[src/rtl/fetch_ctrl.sv]
// Instruction-fetch sequencer for a single-cycle-latency instruction BRAM.
// Issues fetch PCs, tags returning words with their PC and absorbs stalls in a one-entry buffer.
module fetch_ctrl #(
   parameter int unsigned         PC_WIDTH    = 32,
   parameter int unsigned         INSTR_WIDTH = 32,
   parameter logic [PC_WIDTH-1:0] RESET_PC    = '0,
   parameter logic [PC_WIDTH-1:0] PC_STEP     = PC_WIDTH'(4)
) (
   input  logic                   clk,
   input  logic                   rst,
   input  logic                   work_ena,
   input  logic                   stall,
   input  logic                   pc_jump,
   input  logic [PC_WIDTH-1:0]    pc_target,
   output logic                   imem_en,
   output logic [PC_WIDTH-1:0]    imem_addr,
   input  logic [INSTR_WIDTH-1:0] imem_dout,
   output logic                   instr_valid,
   output logic [INSTR_WIDTH-1:0] instr_o,
   output logic [PC_WIDTH-1:0]    pc_o,
   output logic [1:0]             state_o
);

   typedef enum logic [1:0] {
      StIdle = 2'd0,
      StRun  = 2'd1,
      StHold = 2'd2
   } state_e;

   state_e                 r_state, w_state_nxt;
   logic [PC_WIDTH-1:0]    r_fetch_pc, w_fetch_pc_nxt;
   logic                   r_inflight, w_inflight_nxt;
   logic [PC_WIDTH-1:0]    r_req_pc, w_req_pc_nxt;
   logic                   r_hold_valid, w_hold_valid_nxt;
   logic [INSTR_WIDTH-1:0] r_hold_instr, w_hold_instr_nxt;
   logic [PC_WIDTH-1:0]    r_hold_pc, w_hold_pc_nxt;

   logic                   w_active;
   logic                   w_issue;
   logic                   w_kill;
   logic [PC_WIDTH-1:0]    w_addr;

   assign w_active  = (r_state != StIdle);
   assign w_issue   = work_ena && w_active && (pc_jump || !stall);
   assign w_addr    = pc_jump ? pc_target : r_fetch_pc;
   assign w_kill    = !work_ena || (pc_jump && w_active);
   assign imem_en   = w_issue;
   assign imem_addr = w_addr;
   assign state_o   = r_state;

   // Held entry takes precedence: while it is valid nothing is in flight.
   always_comb begin
      instr_valid = 1'b0;
      instr_o     = '0;
      pc_o        = '0;
      if (!w_kill) begin
         if (r_hold_valid) begin
            instr_valid = 1'b1;
            instr_o     = r_hold_instr;
            pc_o        = r_hold_pc;
         end else if (r_inflight) begin
            instr_valid = 1'b1;
            instr_o     = imem_dout;
            pc_o        = r_req_pc;
         end
      end
   end

   always_comb begin
      w_state_nxt      = r_state;
      w_fetch_pc_nxt   = r_fetch_pc;
      w_inflight_nxt   = 1'b0;
      w_req_pc_nxt     = r_req_pc;
      w_hold_valid_nxt = r_hold_valid;
      w_hold_instr_nxt = r_hold_instr;
      w_hold_pc_nxt    = r_hold_pc;
      if (!work_ena) begin
         w_state_nxt      = StIdle;
         w_fetch_pc_nxt   = RESET_PC;
         w_hold_valid_nxt = 1'b0;
      end else begin
         unique case (r_state)
            StIdle: w_state_nxt = StRun;
            StRun, StHold: begin
               if (pc_jump || !stall) begin
                  w_hold_valid_nxt = 1'b0;
                  w_state_nxt      = StRun;
               end else if (r_state == StRun && r_inflight) begin
                  w_hold_valid_nxt = 1'b1;
                  w_hold_instr_nxt = imem_dout;
                  w_hold_pc_nxt    = r_req_pc;
                  w_state_nxt      = StHold;
               end
            end
            default: w_state_nxt = StIdle;
         endcase
         if (w_issue) begin
            w_req_pc_nxt   = w_addr;
            w_inflight_nxt = 1'b1;
            w_fetch_pc_nxt = w_addr + PC_STEP;
         end
      end
   end

   always_ff @(posedge clk) begin
      if (!rst) begin
         r_state      <= StIdle;
         r_fetch_pc   <= RESET_PC;
         r_inflight   <= 1'b0;
         r_req_pc     <= '0;
         r_hold_valid <= 1'b0;
         r_hold_instr <= '0;
         r_hold_pc    <= '0;
      end else begin
         r_state      <= w_state_nxt;
         r_fetch_pc   <= w_fetch_pc_nxt;
         r_inflight   <= w_inflight_nxt;
         r_req_pc     <= w_req_pc_nxt;
         r_hold_valid <= w_hold_valid_nxt;
         r_hold_instr <= w_hold_instr_nxt;
         r_hold_pc    <= w_hold_pc_nxt;
      end
   end

endmodule

[config.mk]
export PLATFORM = sky130hd
export DESIGN_NAME = fetch_ctrl
export DESIGN_NICKNAME = d
export VERILOG_FILES = /design/src/rtl/fetch_ctrl.sv
export SDC_FILE = /design/constraint.sdc
export NUM_CORES = 1
export LEC_CHECK = 0
export BUFFER_PORTS_ARGS = -buffer_cell sky130_fd_sc_hd__buf_2
export CAP_MARGIN = 0
export CELL_PAD_IN_SITES_DETAIL_PLACEMENT = 0
export CELL_PAD_IN_SITES_GLOBAL_PLACEMENT = 2
export CORE_AREA = 2 2 169 171
export CTS_CLUSTER_DIAMETER = 30
export CTS_CLUSTER_SIZE = 20
export DETAILED_ROUTE_END_ITERATION = 8
export DIE_AREA = 0 0 171 173
export PLACE_DENSITY_LB_ADDON = 0.1
export SYNTH_ARGS = -nofsm -noshare
export SYNTH_HDL_FRONTEND = slang
export SYNTH_SLANG_ARGS = --single-unit
[constraint.sdc]
create_clock -name clk -period 2.73 [get_ports clk]
set_input_delay 0.273 -clock clk [delete_from_list [all_inputs] [get_ports clk]]
set_output_delay 0.273 -clock clk [all_outputs]
set_load 0.1 [all_outputs]
==> results of run 1 <==
cells in the final DEF (no fill, tap or decap), drive strengths merged, types with 3 or more instances in the layout:
master,count
a21oi,18
nand2b,3
a21boi,65
o2111ai,10
nand4,11
o211ai,3
clkinv,9
nand3b,7
xor2,5
a211oi,4
buf,198
nor2,89
o22ai,6
or4,10
xnor2,4
nand2,190
clkbuf,18
and3,3
nor3,4
inv,27
nand3,42
nor3b,9
ha,4
mux2i,84
mux2,11
dfxtp,132
o21ai,8
nand4b,3
o31ai,4
o211a,22
nor4,3
worst max-delay path by stage:
| stage | endpoint | startpoint |
|---|---|---|
| after floorplan | instr_o[13] | pc_jump |
| after global placement | r_fetch_pc[29]$_SDFFE_PN0P_ | pc_jump |
| after detailed placement | r_fetch_pc[18]$_SDFFE_PN0P_ | pc_jump |
| after CTS | r_fetch_pc[28]$_SDFFE_PN0P_ | r_fetch_pc[3]$_SDFFE_PN0P_ |
| after global routing | r_fetch_pc[18]$_SDFFE_PN0P_ | r_fetch_pc[3]$_SDFFE_PN0P_ |
| final | r_fetch_pc[28]$_SDFFE_PN0P_ | r_fetch_pc[3]$_SDFFE_PN0P_ |
tightest hold or removal path: stages:
cell	delay (ns)
buf_2	0.10
nand2_1	0.04
a21boi_0	0.06
report_power, final:
| part | switching (W) | internal [W] | total, W |
|---|---|---|---|
| clock network | 0.000910 | 0.00134 | 0.00225 |
| logic | 0.000479 | 0.000225 | 0.000704 |
| registers | 0.0000234 | 0.00195 | 0.00197 |
routing by layer:
| metal | share of wire (%) | global-route usage (%) |
|---|---|---|
| met4 | 0.70 | 3.39 |
| met1 | 50 | 23.8 |
| met3 | 3.8 | 2.84 |
| met5 | 0 | 0 |
| met2 | 46 | 26.1 |
cell families (layout without fill, tap and decap cells):
family	after synthesis	after routing	share of synthesized area [%]
mux	95	95	13.6
xor+xnor	9	9	1.11
buf+inv	91	255	5.52
fa+ha+maj	4	4	0.704
flops	132	132	37.1
compound gates	154	154	17.1
simple gates	382	382	24.8
state kept, by name (all words and copies together) (netlist names):
register	flops
r_fetch_pc	32
r_hold_instr	32
r_hold_pc	32
r_inflight	1
state_o	2
r_hold_valid	1
r_req_pc	32
metrics by stage:
stage               power, W  std cells  utilization, %
finish               0.00493       1409            34.0
global route         0.00513       1409            34.0
CTS                  0.00502       1409            34.0
detailed placement   0.00273       1378            31.9
global placement     0.00273       1378            31.9
floorplan            0.00247        867               -
final cells by class:
cell class                      count  area [sq um]  area share, %
Multi-Input combinational cell    644          4160           44.3
Clock inverter                     13           136           1.45
Inverter                           26          97.6           1.04
Clock buffer                       18           429           4.57
Sequential cell                   132          2650           28.2
Tap cell                          378           473           5.04
Timing Repair Buffer              198          1440           15.4
==> impl_results.md, run 1 <==
* Lkg Pwr at 3.96 nW
* Hold wc startpoint: imem_dout[4]
* Seq/Total Area, Yosys at 37.1%
* Synth cell types at 55
* Reg2Reg Launch Point: r_fetch_pc[3]$_SDFFE_PN0P_
* Via count at 6562
* GRT Util Overall at 16.6%
* Clock buffer depth at 2
* DR vias/cell at 4.66
* H-tree depth at 4
* Pre-CTS WS at 0.206 ns
* Initial Util at 25.7%
* Routed len/inst at 17.6 um
* Count leader, synth: nand2_1
* Synthesis warning total at 0
* Post-synth top area cell: dfxtp_1
* Worst min path class: primary input to register
* Synth Flop Type: dfxtp_1
* Max Clock Freq at 407 MHz
* Area delta synth->final at 31.9%
* Crit end category: register
* Fill count at 2962
* CP startpoint kind: register
* CTS tree: built
* R2r setup slk at 0.27 ns
* Iter 0 DRT Violations at 406
* Slowest CP cell: or4_1
* CP arrival at 2.82 ns
* Final Instance Area at 9380 sq um
* Max Cap Violations at 0
* Vias in the first global route at 6333
* Ant. Diodes at 0
* Status: finished, final reports clean
* Crit share post-route at 90.0%
* Layout Nets at 1092
* Final setup TNS at 0 ns
* Hold Path Depth at 3
* Num ports at 169
* # port buffers at 168
* Reg-to-Reg End: r_fetch_pc[28]$_SDFFE_PN0P_
* Clock root cell: clkbuf_16
* Drt pass-1 iters at 5
* Critical Setup Path Class: register to register
* Mapped cell area at 7110 sq um
* Layout cells sized above 1 at 26.4%
* Num CTS Buffers at 17
* Antenna violations before repair at 0
* DIE HEIGHT at 173 um
* Hold Buf Count CTS at 0
* Routability Congestion at 0.797
* Post-CTS Setup Inserts at 0
* Final Slew Violations at 0
* Synth Instances at 867
* Synthesized net count at 940
* CTS sink cnt at 132
* Area contributors post-synth: dfxtp_1 37%, mux2i_1 12%, nand2_1 10%
* Syn avg cell area at 8.21 sq um
* Crit path setup slack, layout at 0.272 ns
* Hold Path End: r_hold_instr[4]$_SDFFE_PN0P_
* Placed instance area at 8820 sq um
* Final Setup Violations at 0
* DRT Wirelength at 24800 um
* Grt ovf at 0
* #FFs+latches synth at 132
* Row cnt at 61
* Fin Clk Skew at 0.0136 ns
* Maximum VDD drop at 0.277 mV
* RSZ-0062 raised after global routing: no
* Die W at 171 um
* Cell count along the critical path at 7
* Core Box Area at 27600 sq um
* Drt drc at 0
* Post-synth EDFFs at 0
* Required time worst endpoint at 3.09 ns
* Clk pin slew, worst setup/hold paths at 0.07 ns
* Cell family with most CP delay: simple AND/OR/NAND/NOR gates
* WP buf/inv at 0
* Final Hold Slack at 0.113 ns
* Cell Pwr Density at 525 nW/um^2
* CP Max Fanout at 10
* Hold Violations, Final at 0
* Worst Tran Pin Value at 0.960 ns
* Final ANT Viol Nets at 0
* Die area at 29600 sq um
* Cts repair resizes at 0
* Fin crit period at 2.46 ns
* Synth top area share at 37.1%
* Ys async rst share at 0%
* Largest net degree at the start of global routing at 97
* R2R depth at 7
* Slew headroom at 36.0%
* Crit path largest cell delay at 0.57 ns
* CP Cell Sequence: mux2_4 > ha_4 > nand4b_1 > a221oi_4 > nand4_4 > or4_1 > nand3_1
* Synth cell count leaders: 190 x nand2_1, 132 x dfxtp_1, 89 x nor2_1, 83 x mux2i_1, 65 x a21boi_0
* Clock Latency Late Sink at 0.42 ns
* First-pass GRT wire length at 38200 um
* Hpwl dp at 17300 um
No activity file was read; power rests on OpenSTA's default activity.
==> run 2, diff against run 1 <==
- CORE_AREA: 2 2 169 171 -> 2 2 163 165
- DIE_AREA: 0 0 171 173 -> 0 0 165 167
==> run 2 against run 1 <==
Effect of this change:
- die area down 6.9%
- via count fell by 1.1%
- setup slack worse by 0.030 ns
- highest routed layer unchanged
- core utilization rose by 2.6 points
- clock power is 6% lower
- global-route usage about the same
- final cell count decreased by 3.1%
- fmax is 1.2% lower
==> impl_results.md, run 2 (synthesis gave the netlist of run 1 again) <==
* Crit end category: register
* Crit share post-route at 91.1% (+1.1 points)
* Num ports at 169 (unchanged)
* Power, Total at 0.00480 W (-2.6%)
* CP Max Fanout at 10 (unchanged)
* CTS sink cnt at 132 (unchanged)
* Antenna violations before repair at 0 (unchanged)
* Max Cap Violations at 0 (unchanged)
* Clock root cell: clkbuf_16
* Clock Latency Late Sink at 0.42 ns (about the same)
* CP startpoint kind: register
* Vias in the first global route at 6242 (-1.4%)
* Non-Filler Instances at 1365 (-3.1%)
* Layout cells sized above 1 at 26.3% (-0.071 points)
* RSZ-0062 raised after global routing: no
* CP arrival at 2.85 ns (+0.03 ns)
* Most frequent cells in the layout: 190 x nand2_1, 140 x buf_2, 129 x dfxtp_1
* Slowest CP cell: or4_1
* Layout Nets at 1090 (-0.18%)
* Cell family with most CP delay: simple AND/OR/NAND/NOR gates
* Drt pass-1 iters at 4 (-1)
* Fin crit period at 2.49 ns (+0.0305 ns)
* Worst Tran Pin Value at 0.844 ns (-0.116 ns)
* Core Box Area at 25800 sq um (-6.8%)
* Cts repair resizes at 0 (unchanged)
* H-tree depth at 4 (unchanged)
* Hold Buf Count CTS at 0 (unchanged)
* Worst min path class: primary input to register
* Largest net degree at the start of global routing at 86 (-11%)
* Die area at 27600 sq um (-6.9%)
* Lkg Pwr at 3.96 nW (+0.13%)
* Routability Congestion at 0.784 (-1.6%)
* Critical Setup Path Class: register to register
* Status: finished, final reports clean
* Final Slew Violations at 0 (unchanged)
* GRT Util Overall at 16.7% (+0.047 points)
* Area delta synth->final at 32.5%
* CP Cell Sequence: mux2_4 > ha_4 > nand4b_1 > a221oi_4 > nand4_4 > or4_1 > nand3_1
* Clk pin slew, worst setup/hold paths at 0.06 ns (about the same)
* # port buffers at 168 (unchanged)
* DIE HEIGHT at 167 um (-3.5%)
* Cell Pwr Density at 509 nW/um^2 (-3.0%)
* CTS tree: built
* Via count at 6491 (-1.1%)
* Slew headroom at 43.8% (+7.7 points)
* Final Setup Violations at 0 (unchanged)
* Required time worst endpoint at 3.09 ns (about the same)
* Most common cell after layout, fill and taps aside: nand2_1
* WP buf/inv at 0 (unchanged)
* Routed len/inst at 17.0 um (-3.9%)
* Num CTS Buffers at 17 (unchanged)
* Drt drc at 0 (unchanged)
* Hpwl dp at 16300 um (-6.1%)
* DR vias/cell at 4.76 (+2.1%)
* Initial Util at 27.6% (+1.9 points)
* DRT Wirelength at 23100 um (-6.9%)
* Die W at 165 um (-3.5%)
* Max Clock Freq at 402 MHz (-1.2%)
* Fin Clk Skew at 0.0130 ns (-0.000612 ns)
* Row cnt at 59 (-3.3%)
* Post-Place Cells at 1333 (-3.3%)
* Hold Path Depth at 3 (unchanged)
* Maximum VDD drop at 0.273 mV (-1.5%)
* Ant. Diodes at 0 (unchanged)
* Cell count along the critical path at 7 (unchanged)
* Final ANT Viol Nets at 0 (unchanged)
* Clock buffer depth at 2 (unchanged)
* First-pass GRT wire length at 35600 um (-6.8%)
* Crit path largest cell delay at 0.58 ns (about the same)
* R2R depth at 7 (unchanged)
* Final setup TNS at 0 ns (unchanged)
* Post-CTS Setup Inserts at 0 (unchanged)
* Iter 0 DRT Violations at 410 (+0.99%)
* Fill count at 2728 (-7.9%)
* Grt ovf at 0 (unchanged)
* Hold Violations, Final at 0 (unchanged)
[run 2: stage by stage]
stage | util, % | worst slack, ns | cell area [sq um] | hold WS, ns
floorplan | - | -0.168 | 7210 | 0.418
global placement | 34.5 | 0.139 | 8890 | 0.453
detailed placement | 34.5 | 0.0840 | 8890 | 0.458
CTS | 36.6 | 0.226 | 9430 | 0.0943
global route | 36.6 | 0.106 | 9430 | 0.101
finish | 36.6 | 0.242 | 9430 | 0.110
[run 2: final cells by class]
| type | count | area [sq um] | share of cell area, % |
|---|---|---|---|
| clock buffers | 18 | 429 | 4.55 |
| clock inverters | 14 | 105 | 1.11 |
| inverters | 26 | 97.6 | 1.04 |
| multi-input cells | 644 | 4160 | 44.1 |
| flip-flops and latches | 132 | 2650 | 28.1 |
| well taps | 335 | 419 | 4.45 |
| repair buffers | 196 | 1570 | 16.7 |
[run 2: worst min-delay path, delay by kind of cell]
kind / cells / cell delay (ns)
AND/OR/NAND/NOR: 1 / 0.04
AO/OA/AOI/OAI: 1 / 0.06
buffers and inverters: 1 / 0.10
[run 2: power breakdown]
part           internal [W]  switching, W
sequential          0.00195     0.0000235
clock               0.00117      0.000940
combinational      0.000246      0.000474
[run 2: final timing paths]
path | startpoint | endpoint | slack (ns)
worst min-delay path | imem_dout[6] | r_hold_instr[6]$_SDFFE_PN0P_ | 0.11
worst max-delay path | r_fetch_pc[3]$_SDFFE_PN0P_ | r_fetch_pc[18]$_SDFFE_PN0P_ | 0.24
worst min register to register | r_hold_instr[29]$_SDFFE_PN0P_ | r_hold_instr[29]$_SDFFE_PN0P_ | 0.46
worst max register to register | r_fetch_pc[3]$_SDFFE_PN0P_ | r_fetch_pc[18]$_SDFFE_PN0P_ | 0.24
[run 2: metal layers]
metal  global-route usage [%]  vias up  share of wire (%)
met5                        0        -                  0
met4                     3.33        0               0.62
met3                     3.56       11                5.6
met2                     26.4      151                 46
met1                     23.3     3024                 48
li1                         -     3305                  -
==> run 3, diff against run 2 <==
- CORE_AREA: 2 2 163 165 -> 2 2 155 157
- DIE_AREA: 0 0 165 167 -> 0 0 157 159
- clock period: 2.73 -> 2.6 ns (I/O delays scaled with it)
==> run 3 against run 2 <==
Effect of this change:
- sequential power rose by 5%
- first-iteration DRC count rose by 12%
- cell area rose by 1.9%
- flip-flop and latch count did not move
- register-to-register slack improved by 0.11 ns
- final cell count fell by 0.88%
- setup slack improved by 0.018 ns
- highest routed layer unchanged
- worst hold slack got worse by 0.0070 ns
==> impl_results.md, run 3 (synthesis gave the netlist of run 1 again) <==
* Grt ovf at 0 (unchanged)
* Hold Path Depth at 3 (unchanged)
* Reg-to-Reg End: r_fetch_pc[18]$_SDFFE_PN0P_
* Drt drc at 0 (unchanged)
* Clock root cell: clkbuf_16
* Non-Filler Instances at 1353 (-0.88%)
* Power, Total at 0.00540 W (+12%)
* Clk pin slew, worst setup/hold paths at 0.06 ns (about the same)
* Largest net degree at the start of global routing at 50 (-42%)
* Routability Congestion at 0.823 (+5.0%)
* Drt pass-1 iters at 6 (+2)
* Layout cells sized above 1 at 31.8% (+5.5 points)
* CTS sink cnt at 132 (unchanged)
* Max Clock Freq at 427 MHz
* Clock Latency Late Sink at 0.42 ns (about the same)
* GRT Util Overall at 17.7% (+1.0 points)
* R2R depth at 7 (unchanged)
* H-tree depth at 4 (unchanged)
* Num CTS Buffers at 17 (unchanged)
* Die area at 25000 sq um (-9.4%)
* Fin Clk Skew at 0.00958 ns (-0.00345 ns)
* Via count at 6480 (-0.17%)
* Layout Nets at 1094 (+0.37%)
* Hold Buf Count CTS at 0 (unchanged)
* Hold Violations, Final at 0 (unchanged)
* Hpwl dp at 15300 um (-6.2%)
* Antenna violations before repair at 0 (unchanged)
* Crit end category: output port
* Ant. Diodes at 0 (unchanged)
* Final Setup Violations at 0 (unchanged)
* # port buffers at 168 (unchanged)
* Crit share post-route at 90.0%
* Placed instance area at 8980 sq um (+1.0%)
* CTS tree: built
* Final ANT Viol Nets at 0 (unchanged)
* Fill count at 2365 (-13%)
* Die W at 157 um (-4.8%)
* DIE HEIGHT at 159 um (-4.8%)
* Final Instance Area at 9610 sq um (+1.9%)
* Core Box Area at 23200 sq um (-10%)
* Initial Util at 30.7% (+3.1 points)
* Row cnt at 56 (-5.1%)
* CP startpoint kind: register
* Routed len/inst at 16.1 um (-5.3%)
* Worst Tran Pin Value at 0.594 ns (-0.250 ns)
* Vias in the first global route at 6257 (+0.24%)
* Hold Path End: r_hold_instr[18]$_SDFFE_PN0P_
* Final setup TNS at 0 ns (unchanged)
* RSZ-0062 raised after global routing: no
* Post-CTS Setup Inserts at 0 (unchanged)
* Final Slew Violations at 0 (unchanged)
* R2r setup slk at 0.35 ns (+0.11 ns)
* DR vias/cell at 4.79 (+0.72%)
* CP arrival at 2.08 ns (-0.77 ns)
* First-pass GRT wire length at 35100 um (-1.4%)
* Fin crit period at 2.34 ns
* Critical Setup Path Class: register to output port
* Lkg Pwr at 3.99 nW (+0.63%)
* Cts repair resizes at 0 (unchanged)
* Clock buffer depth at 2 (unchanged)
* Hold wc startpoint: imem_dout[18]
* Num ports at 169 (unchanged)
* Area delta synth->final at 35.0%
* Most frequent cells in the layout: 190 x nand2_1, 141 x buf_2, 129 x dfxtp_1
* Status: finished, final reports clean
* Worst min path class: primary input to register
* CP Max Fanout at 19 (+9)
* Max Cap Violations at 0 (unchanged)
* DRT Wirelength at 21700 um (-6.1%)
* Cell Pwr Density at 562 nW/um^2 (+10%)
* Post-Place Cells at 1321 (-0.90%)
* Iter 0 DRT Violations at 460 (+12%)
* Reg2Reg Launch Point: r_fetch_pc[3]$_SDFFE_PN0P_
* Maximum VDD drop at 0.315 mV (+15%)
* Required time worst endpoint at 2.34 ns (-0.75 ns)
* End-of-flow core utilization at 41.4% (+4.8 points)
* Most common cell after layout, fill and taps aside: nand2_1
* Slew headroom at 59.3% (+16 points)
==> run 3: worst max-delay path by stage <==
stage	start	endpoint
after global placement	pc_jump	r_fetch_pc[29]$_SDFFE_PN0P_
after global routing	state_o[0]$_SDFFE_PN0P_	instr_valid
after floorplan	pc_jump	r_fetch_pc[18]$_SDFFE_PN0P_
final	state_o[0]$_SDFFE_PN0P_	instr_valid
after CTS	state_o[0]$_SDFFE_PN0P_	instr_valid
after detailed placement	pc_jump	r_fetch_pc[24]$_SDFFE_PN0P_
==> run 3: power by group <==
part / leakage [nW] / switching, W / internal [W]
Clock: 0.299 / 0.000943 / 0.00163
Combinational: 2.62 / 0.000502 / 0.000252
Sequential: 1.07 / 0.0000250 / 0.00205
==> run 3: area by class of cell <==
type	instances	area [sq um]	share of cell area, %
inverter	26	101	1.05
multi-input combinational	644	4280	44.6
tap	319	399	4.15
sequential	132	2650	27.6
clock buffer	19	443	4.61
timing repair buffer	200	1550	16.1
clock inverter	13	181	1.89
==> run 3: critical path, cell delays in order (launching register included) <==
cell	delay (ns)
dfxtp_2	0.36
inv_1	0.05
ha_1	0.25
o221ai_4	0.22
buf_4	0.36
clkinvlp_4	0.12
buf_2	0.30
==> run 3: per-stage QoR <==
stage               hold slack [ns]  setup WS, ns
floorplan                     0.405        -0.217
global placement              0.451         0.228
detailed placement            0.457         0.222
CTS                          0.0835         0.218
global route                 0.0931        0.0852
finish                        0.103         0.260
==> run 3: routing by layer <==
layer / global-route usage, % / vias up / part of all wire (%)
li1: - / 3305 / -
met1: 27.6 / 2985 / 53
met2: 24.4 / 173 / 41
met3: 3.73 / 17 / 5.0
met4: 4.17 / 0 / 0.88
met5: 0 / - / 0
